--- src/rtl/bsg_dmc_pkg.sv ---
// Shared types and helpers for the DMC clock/reset sequencer.
//   bsg_dmc_clk_seq_state_e : sequencer FSM state, also exported on state_o.
//   slot_len()              : cycles spent per delay-line group slot.
package bsg_dmc_pkg;

    localparam int unsigned StateWidth = 3;

    typedef enum logic [StateWidth-1:0] {
        StIdle    = 3'd0,
        StHold    = 3'd1,
        StProg    = 3'd2,
        StRelease = 3'd3,
        StRun     = 3'd4,
        StUpdate  = 3'd5
    } bsg_dmc_clk_seq_state_e;

    // One load cycle followed by the settle window.
    function automatic int unsigned slot_len(input int unsigned settle_cycles);
        return settle_cycles + 1;
    endfunction

endpackage

--- src/rtl/bsg_dmc_clk_div_en.sv ---
// Programmable-ratio clock enable generator.
//   clk_i, async_reset_n_i : clock and asynchronous active-low reset
//   en_i                   : count enable; when low the count is held at 0
//   clear_i                : restart the period and reload the ratio from div_i
//   div_i                  : period minus 1, sampled at each wrap
//   clk_en_o               : registered enable, high once per period
module bsg_dmc_clk_div_en #(
    parameter int unsigned div_width_p = 4
) (
    input  logic                   clk_i,
    input  logic                   async_reset_n_i,
    input  logic                   en_i,
    input  logic                   clear_i,
    input  logic [div_width_p-1:0] div_i,
    output logic                   clk_en_o
);

    logic [div_width_p-1:0] cnt_q, cnt_d;
    logic [div_width_p-1:0] div_q, div_d;
    logic                   clk_en_q, clk_en_d;

    always_comb begin
        cnt_d    = cnt_q;
        div_d    = div_q;
        clk_en_d = 1'b0;
        if (clear_i) begin
            cnt_d = '0;
            div_d = div_i;
        end else if (en_i) begin
            if (cnt_q == div_q) begin
                // Ratio changes only land on a period boundary.
                clk_en_d = 1'b1;
                cnt_d    = '0;
                div_d    = div_i;
            end else begin
                cnt_d = cnt_q + 1'b1;
            end
        end else begin
            cnt_d = '0;
        end
    end

    always_ff @(posedge clk_i or negedge async_reset_n_i) begin
        if (!async_reset_n_i) begin
            cnt_q    <= '0;
            div_q    <= '0;
            clk_en_q <= 1'b0;
        end else begin
            cnt_q    <= cnt_d;
            div_q    <= div_d;
            clk_en_q <= clk_en_d;
        end
    end

    assign clk_en_o = clk_en_q;

endmodule

--- src/rtl/bsg_dmc_clk_rst_seq.sv ---
// DMC clock/reset sequencer: holds the controller in reset, programs each DQS
// delay line in turn (load, trigger, settle), releases reset, then serves
// runtime delay-code updates through a valid/ready handshake.
//   clk_i, async_reset_n_i : 2x clock, asynchronous active-low reset
//   en_i                   : level enable, low returns to IDLE
//   div_i                  : 1x enable period minus 1
//   dly_code_i             : requested codes, group g at [g*W +: W]
//   dly_update_v_i/ready_o : runtime reprogram handshake
//   dly_code_o, dly_trigger_o : registered codes and per-group load pulses
//   sync_reset_o, clk_en_1x_o, ready_o, state_o : controller reset, 1x enable,
//                            RUN indicator, debug state
module bsg_dmc_clk_rst_seq
    import bsg_dmc_pkg::*;
#(
    parameter int unsigned dq_group_p          = 4,
    parameter int unsigned dly_code_width_p    = 6,
    parameter int unsigned reset_hold_cycles_p = 16,
    parameter int unsigned settle_cycles_p     = 8,
    parameter int unsigned div_width_p         = 4
) (
    input  logic                                   clk_i,
    input  logic                                   async_reset_n_i,
    input  logic                                   en_i,
    input  logic [div_width_p-1:0]                 div_i,
    input  logic [dq_group_p*dly_code_width_p-1:0] dly_code_i,
    input  logic                                   dly_update_v_i,
    output logic                                   dly_update_ready_o,
    output logic [dq_group_p*dly_code_width_p-1:0] dly_code_o,
    output logic [dq_group_p-1:0]                  dly_trigger_o,
    output logic                                   sync_reset_o,
    output logic                                   clk_en_1x_o,
    output logic                                   ready_o,
    output logic [StateWidth-1:0]                  state_o
);

    localparam int unsigned CodeW   = dq_group_p * dly_code_width_p;
    localparam int unsigned SlotLen = slot_len(settle_cycles_p);
    localparam int unsigned CntMax  = (reset_hold_cycles_p > SlotLen) ? reset_hold_cycles_p
                                                                      : SlotLen;
    localparam int unsigned CntW    = (CntMax > 1) ? $clog2(CntMax) : 1;
    localparam int unsigned GrpW    = (dq_group_p > 1) ? $clog2(dq_group_p) : 1;

    bsg_dmc_clk_seq_state_e state_q, state_d;
    logic [CntW-1:0]        cnt_q, cnt_d;
    logic [GrpW-1:0]        group_q, group_d;
    logic [CodeW-1:0]       shadow_q, shadow_d;
    logic [CodeW-1:0]       code_q, code_d;
    logic [dq_group_p-1:0]  trig_q, trig_d;
    logic                   sync_reset_q, sync_reset_d;
    logic                   ready_q, ready_d;
    logic                   upd_ready_q, upd_ready_d;

    logic accept, slot_last, grp_last, in_slot, div_cnt_en, div_clear;

    always_comb begin
        // Handshake is judged on the registered ready the requester sees.
        accept    = en_i && (state_q == StRun) && upd_ready_q && dly_update_v_i;
        slot_last = (cnt_q == CntW'(SlotLen - 1));
        grp_last  = (group_q == GrpW'(dq_group_p - 1));
        in_slot   = (state_q == StProg) || (state_q == StUpdate);

        state_d  = state_q;
        cnt_d    = cnt_q;
        group_d  = group_q;
        shadow_d = shadow_q;
        code_d   = code_q;
        trig_d   = '0;

        if (!en_i) begin
            state_d = StIdle;
            cnt_d   = '0;
            group_d = '0;
        end else begin
            unique case (state_q)
                StIdle: begin
                    state_d = StHold;
                    cnt_d   = '0;
                    group_d = '0;
                end
                StHold: begin
                    if (cnt_q == CntW'(reset_hold_cycles_p - 1)) begin
                        state_d  = StProg;
                        cnt_d    = '0;
                        group_d  = '0;
                        shadow_d = dly_code_i;
                    end else begin
                        cnt_d = cnt_q + 1'b1;
                    end
                end
                StProg, StUpdate: begin
                    if (slot_last) begin
                        cnt_d = '0;
                        if (grp_last) begin
                            state_d = (state_q == StProg) ? StRelease : StRun;
                            group_d = '0;
                        end else begin
                            group_d = group_q + 1'b1;
                        end
                    end else begin
                        cnt_d = cnt_q + 1'b1;
                    end
                end
                StRelease: state_d = StRun;
                StRun: begin
                    if (accept) begin
                        state_d  = StUpdate;
                        cnt_d    = '0;
                        group_d  = '0;
                        shadow_d = dly_code_i;
                    end
                end
                default: state_d = StIdle;
            endcase
        end

        // Slot cycle 0 loads the code, slot cycle 1 pulses that group's trigger.
        if (en_i && in_slot) begin
            if (cnt_q == '0) begin
                code_d[group_q*dly_code_width_p +: dly_code_width_p] =
                    shadow_q[group_q*dly_code_width_p +: dly_code_width_p];
            end
            if (cnt_q == CntW'(1)) begin
                trig_d[group_q] = 1'b1;
            end
        end

        sync_reset_d = !(en_i && ((state_q == StRelease) || (state_q == StRun) ||
                                  (state_q == StUpdate)));
        ready_d      = en_i && (state_q == StRun) && !accept;
        upd_ready_d  = ready_d;

        div_cnt_en = en_i && ((state_q == StRelease) || (state_q == StRun) ||
                              (state_q == StUpdate));
        div_clear  = en_i && (state_q == StRelease);
    end

    always_ff @(posedge clk_i or negedge async_reset_n_i) begin
        if (!async_reset_n_i) begin
            state_q      <= StIdle;
            cnt_q        <= '0;
            group_q      <= '0;
            shadow_q     <= '0;
            code_q       <= '0;
            trig_q       <= '0;
            sync_reset_q <= 1'b1;
            ready_q      <= 1'b0;
            upd_ready_q  <= 1'b0;
        end else begin
            state_q      <= state_d;
            cnt_q        <= cnt_d;
            group_q      <= group_d;
            shadow_q     <= shadow_d;
            code_q       <= code_d;
            trig_q       <= trig_d;
            sync_reset_q <= sync_reset_d;
            ready_q      <= ready_d;
            upd_ready_q  <= upd_ready_d;
        end
    end

    bsg_dmc_clk_div_en #(
        .div_width_p(div_width_p)
    ) u_div (
        .clk_i          (clk_i),
        .async_reset_n_i(async_reset_n_i),
        .en_i           (div_cnt_en),
        .clear_i        (div_clear),
        .div_i          (div_i),
        .clk_en_o       (clk_en_1x_o)
    );

    assign dly_update_ready_o = upd_ready_q;
    assign dly_code_o         = code_q;
    assign dly_trigger_o      = trig_q;
    assign sync_reset_o       = sync_reset_q;
    assign ready_o            = ready_q;
    assign state_o            = state_q;

endmodule

--- config.mk ---
export PLATFORM = sky130hd
export DESIGN_NAME = bsg_dmc_clk_rst_seq
export DESIGN_NICKNAME = d
export VERILOG_FILES = /design/src/rtl/bsg_dmc_pkg.sv /design/src/rtl/bsg_dmc_clk_div_en.sv /design/src/rtl/bsg_dmc_clk_rst_seq.sv
export SDC_FILE = /design/constraint.sdc
export NUM_CORES = 1
export LEC_CHECK = 0
export CORE_MARGIN = 2
export CORE_UTILIZATION = 57
export CTS_BUF_LIST = sky130_fd_sc_hd__clkbuf_16
export CTS_CLUSTER_DIAMETER = 60
export DETAILED_ROUTE_END_ITERATION = 12
export PLACE_DENSITY = 0.94
export SYNTH_ARGS = -nofsm -noshare
export SYNTH_HDL_FRONTEND = slang
export SYNTH_SLANG_ARGS = --single-unit
--- constraint.sdc ---
create_clock -name clk_i -period 4.15 [get_ports clk_i]
set_input_delay 0.83 -clock clk_i [delete_from_list [all_inputs] [get_ports clk_i]]
set_output_delay 0.83 -clock clk_i [all_outputs]
set_load 0.05 [all_outputs]
After elaboration in Yosys (flattened, before gate mapping)
Index checks and enable logic that the tools add are counted.

storage, ports and cells
  flip-flop bits (word level) = 72
  bits in latches = 0
  RAM bits = 0
  ROM bits = 0
  output and inout port bits = 35
  word-level logic and storage cells = 98
  memories kept = 0

operators by class
  add/sub/neg operators = 4
  multipliers = 1
  div/mod/pow operators = 0
  magnitude comparators = 2
  eq/ne operators = 17
  shifts and indexed selects = 3
  multiplexer cells = 35
  bitwise gates (word level) = 0
  reduce and logical (&&, ||, !) cells = 25

operators with widths
  kind                                                    count
  2-to-1 mux 24 bit                                       2
  2-to-1 mux 4 bit                                        12
  one-hot mux 24 bit (2 select lines)                     1
  negation 5 -> 34 bit                                    1
  variable shift 6 x 34 -> 24 bit (first input constant)  1
  indexed part select 6 x 34 -> 24 bit                    1
  bitwise mux 24 bit                                      1
  indexed part select 24 x 6 -> 6 bit                     1
  2-to-1 mux 3 bit                                        6
  one-hot mux 4 bit (4 select lines)                      1
  one-hot mux 3 bit (5 select lines)                      1
  != test 3 bit (second input constant)                   4
  AND reduction 4 bit                                     3
  2-to-1 mux 2 bit                                        5
  adder 4 x 1 -> 4 bit (second input constant)            2
  == test 4 bit (second input constant)                   2
  logical AND 1 bit                                       8
  one-hot mux 2 bit (4 select lines)                      1
  == test 3 x 2 -> 1 bit (second input constant)          2
  == test 3 bit (second input constant)                   2
  AND reduction 2 bit                                     3
  nonzero test 2 bit                                      3
  != test 5 x 1 -> 1 bit (second input constant)          1
  == test 4 x 1 -> 1 bit (second input constant)          1
  other kinds (15)                                        22

Longest topological paths before layout
  depth after elaboration = 7
  depth in mapped cells = 9

Cells and area by module
A second synthesis with hierarchy kept.

unflattened totals
  cells, all modules = 328
  area, all modules = 3,834.9 µm²

by module, submodules not included
  module               times used  cells an instance  area an instance (µm²)  seq. area each (µm²)
  bsg_dmc_clk_rst_seq  1           282                3,330.7                 1,577.8
  bsg_dmc_clk_div_en   1           46                 504.2                   225.2

Worst setup path before layout
No wires, ideal clock.

  path kind = reg2reg
  start point = register group_q[0]
  end point = register code_q[6] (netlist: dly_code_o[6])
  library setup time = 96 ps
  data arrival time = 2,501 ps
  data required time = 4,054 ps
  slack = 1,553 ps
  cell stages (with the launch flop) = 10
  buffers on the path = 4
  period minus slack after synthesis = 2,597 ps
  cells stage by stage = dfrtp_1 > buf_2 > clkbuf_1 > inv_1 > ha_1 > clkbuf_1 > clkbuf_1 > nor3b_1 > nand4_1 > o31ai_1

between the ends
  cells in the longest elaborated chain, start to end = 4

ends and longest elaborated chain
  element                                                                                  line                                                    source
  start, declared                                                                          bsg_dmc_clk_rst_seq.sv:45                               logic [GrpW-1:0] group_q, group_d;
  start signal, assigned                                                                   bsg_dmc_clk_rst_seq.sv:151                              group_q <= group_d;
  multiplier 2 x 2 -> 4 bit *                                                              bsg_dmc_clk_rst_seq.sv:119, bsg_dmc_clk_rst_seq.sv:120
  indexed part select 24 x 6 -> 6 bit or negation 5 -> 34 bit (tied branches)              bsg_dmc_clk_rst_seq.sv:120                              shadow_q[group_q*dly_code_width_p +: dly_code_width_p];
  indexed part select 6 x 34 -> 24 bit or variable shift 6 x 34 -> 24 bit (tied branches)  bsg_dmc_clk_rst_seq.sv:119                              code_d[group_q*dly_code_width_p +: dly_code_width_p] =
  bitwise mux 24 bit *                                                                     bsg_dmc_clk_rst_seq.sv:119
  end signal, assigned                                                                     bsg_dmc_clk_rst_seq.sv:153                              code_q <= code_d;
  end, declared                                                                            bsg_dmc_clk_rst_seq.sv:47                               logic [CodeW-1:0] code_q, code_d;

Every way passes the cells marked *; elsewhere a longest branch is shown, timed or not.
A chain may end at the register's enable or synchronous reset.

Final worst setup path
  start point = register group_q[1]
  end point = register code_q[4] (netlist: dly_code_o[4])

Same word-level chain as after synthesis.

==> impl_metrics.csv <==
group,metric,value,unit
outcome,status,"finished clean",
synth,syn_area,3850,um2
synth,syn_nets,376,
global_routing,grt_pass1_wl,14800,um
synth,ys_async_sr_fraction,100,%
global_routing,grt_max_degree,30,
detailed_routing,drt_wl_total,8770,um
detailed_routing,viasPerCell,6.20,
flow_run,maxCapViolCount,0,
cells_and_area,finish.net_count,438,
sta,rsz0062_at_grt,"no",
clock_network,cts.reportedPaths.clkPinSlew,0.06,ns
detailed_routing,drcViolationCount,0,
placed_design,port_buffers,66,
sta,hold_violations,0,
sta,fmax,0.353,GHz
clock_network,cts-resized-gates,0,
detailed_routing,drtAntennaViolNets,0,
global_routing,grt_pass1_vias,2911,
clock_network,htreeDepth,3,
placed_design,gp_congestion,0.945,
synth,synth-seq-cells,72,
critical_path,regToRegSetupSlack,1.31,ns
critical_path,critPathArrivalTime,3.07,ns
critical_path,critPathMaxFanout,18,
clock_network,cts_tree,"yes",
clock_network,cts_buffers,9,
clock_network,hold_buffers,0,
synth,synth_flop_cell,"dfrtp_1",
floorplanning,die_h,86.2,um
synth,avgSynthCellArea,11.6,um2
critical_path,worstSetupEndpointType,"flip-flop",
critical_path,required,4.38,ns
global_routing,grt_overflow,0,
cells_and_area,design_area,4830,um2
sta,finalSetupViolCount,0,
synth,yosysSeqAreaShare,46.8,%
detailed_routing,vias,2959,
sta,fin_crit_sh,68.3,%
floorplanning,fp.dieW,86.2,um
clock_network,insertion_delay,0.33,ns
global_routing,track_usage,26.0,%
floorplanning,rows,29,
floorplanning,dieArea,7430,um2
sta,setup-tns-final,0,ns
global_routing,antenna_found_initial,0,
pwr,finalPower,2.80,mW
cells_and_area,final_core_util,74.8,%
floorplanning,initial_core_util,59.6,%
cells_and_area,syn_to_final_growth,25.4,%
floorplanning,pin_count,67,
critical_path,critical_path_class,"flip-flop to flip-flop",
cells_and_area,antennaDiodeCount,0,
detailed_routing,wl_per_cell,18.4,um
sta,worst_slew_pin_slew,0.869,ns
clock_network,cts_setup_buffers,0,
placed_design,placed_cell_area,4490,um2
sta,max_slew_margin,42.0,%
detailed_routing,firstDrtPassIters,5,
detailed_routing,drt_iter0_drc,371,
critical_path,startpoint_type,"flip-flop",
pwr,p_leak,2.05,nW
sta,finClkSkew,0.00556,ns
sta,maxSlewViolCount,0,
cells_and_area,drive_gt1_share,15.3,%
clock_network,clockBufferDepth,2,
pwr,ir_drop,0.000402,V
pwr,power_density,579,nW/um2
synth,yosysWarnings,0,
synth,synth-edff-count,0,
placed_design,dp.final_hpwl,6080,um
synth,synth_cells,333,
synth,synth_cell_types,54,
sta,period_needed,2.84,ns
floorplanning,coreArea,6460,um2
clock_network,cts.sinks,72,
min_path,hp-class,"primary input to async pin",
clock_network,root_buffer,"clkbuf_16",
layout by cell type (no fill, tap or decap), types with 3 or more instances in the layout:
cell             Yosys  layout
nor2b_1              4       4
o31ai_1              7       7
nand3_1             10      10
mux2i_1              5       5
bufinv_16            0       3
clkbuf_16            0       9
ha_1                11      11
inv_1                8       9
mux4_2              11      11
buf_4                2       5
xnor2_1              6       6
o2111ai_1            6       6
o211ai_1             6       6
nor2_1              14      14
and4_1               5       5
dfrtp_1             71      71
and2_1               3       3
o22ai_1              3       3
nand2_1             36      36
mux2_4              20      20
clkdlybuf4s50_1      0      65
nand4_1              6       6
nand2b_1             7       7
nor3b_1              3       3
and3_1               4       4
mux2_2               4       4
o21ai_0             20      20
a21oi_1             10      10
final cells by class:
| type | instances | area (um2) |
|---|---|---|
| fill | 410 | 1630 |
| timing repair buffer | 71 | 693 |
| inverter | 9 | 33.8 |
| multi-input combinational | 232 | 1870 |
| sequential | 72 | 1800 |
| clock buffer | 9 | 225 |
| clock inverter | 7 | 111 |
| tap | 77 | 96.3 |
worst max-delay path, stage by stage (launching register included):
cell and delay (ns):
dfrtp_1 0.85, inv_1 0.25, ha_1 0.56, or3b_2 0.57, nor2_1 0.23, a32oi_1 0.09, o21ai_0 0.19
cells by family after synthesis:
family                   count (synthesis)  synth area share [%]
XOR/XNOR                                 7                  1.59
buffers and inverters                   29                  4.71
AO/OA/AOI/OAI                           66                  11.4
AND/OR/NAND/NOR                        108                  15.2
multiplexers                            40                  16.7
adder cells (fa/ha/maj)                 11                  3.57
flip-flops                              72                  46.8
final timing paths:
path / depth (start not counted) / end / startpoint
setup reg to reg: 6 / dly_code_o[4]$_DFFE_PN0P_ / group_q[1]$_DFFE_PN0P_
min in group clk_i: 2 / dly_code_o[8]$_DFFE_PN0P_ / dly_code_o[8]$_DFFE_PN0P_
hold / removal: 1 / dly_trigger_o[3]$_DFF_PN0_ / async_reset_n_i
hold reg to reg: 2 / dly_code_o[8]$_DFFE_PN0P_ / dly_code_o[8]$_DFFE_PN0P_
setup / recovery: 6 / dly_code_o[4]$_DFFE_PN0P_ / group_q[1]$_DFFE_PN0P_
max in group asynchronous: 2 / dly_code_o[19]$_DFFE_PN0P_ / async_reset_n_i
power by group:
part / internal (mW) / switching, mW / leakage, nW
combinational: 0.444 / 0.454 / 0.932
sequential: 0.856 / 0.175 / 0.954
clock: 0.582 / 0.287 / 0.167
total: 1.88 / 0.916 / 2.05
per-layer routing:
metal / wire [um] / track usage [%] / vias up
li1: - / - / 1353
met4: 252 / 10.5 / 0
met2: 4300 / 41.2 / 126
met3: 516 / 6.38 / 23
met1: 3700 / 34.9 / 1457
met5: 0 / 0 / -
flip-flops by register name (all words and copies together) (netlist names):
| signal | count |
|---|---|
| cnt_q | 4 |
| dly_code_o | 24 |
| dly_trigger_o | 4 |
| dly_update_ready_o | 1 |
| group_q | 2 |
| shadow_q | 24 |
| state_o | 3 |
| sync_reset_o | 1 |
| u_div.clk_en_o | 1 |
| u_div.cnt_q | 4 |
| u_div.div_q | 4 |
per-stage QoR:
step	hold slack, ns	setup slack (ns)	cells
after detailed placement	0.471	1.16	461
after global placement	0.463	1.23	461
after CTS	0.421	1.31	477
final	0.413	1.31	477
after global routing	0.435	1.09	477
after floorplan	0.472	1.55	333
cells in the mapped netlist, types with 3 or more instances:
cell,instances,share of area [%]
and4_1,5,1.1
xnor2_1,6,1.4
mux2_4,20,7.8
nor2_1,14,1.4
dfrtp_1,71,46
nand3_1,10,1.3
o211ai_1,6,1.2
mux2_2,4,1.2
and3_1,4,0.65
nand2_1,36,3.5
inv_1,8,0.78
o2111ai_1,6,1.4
o22ai_1,3,0.49
buf_6,4,1.2
o31ai_1,7,1.4
mux2i_1,5,1.3
clkbuf_1,10,0.97
nor3b_1,3,0.58
mux4_2,11,6.4
nand4_1,6,0.97
and2_1,3,0.49
ha_1,11,3.6
a21oi_1,10,1.3
nor2b_1,4,0.65
o21ai_0,20,2.6
nand2b_1,7,1.1
No activity file was read; power rests on OpenSTA's default activity.
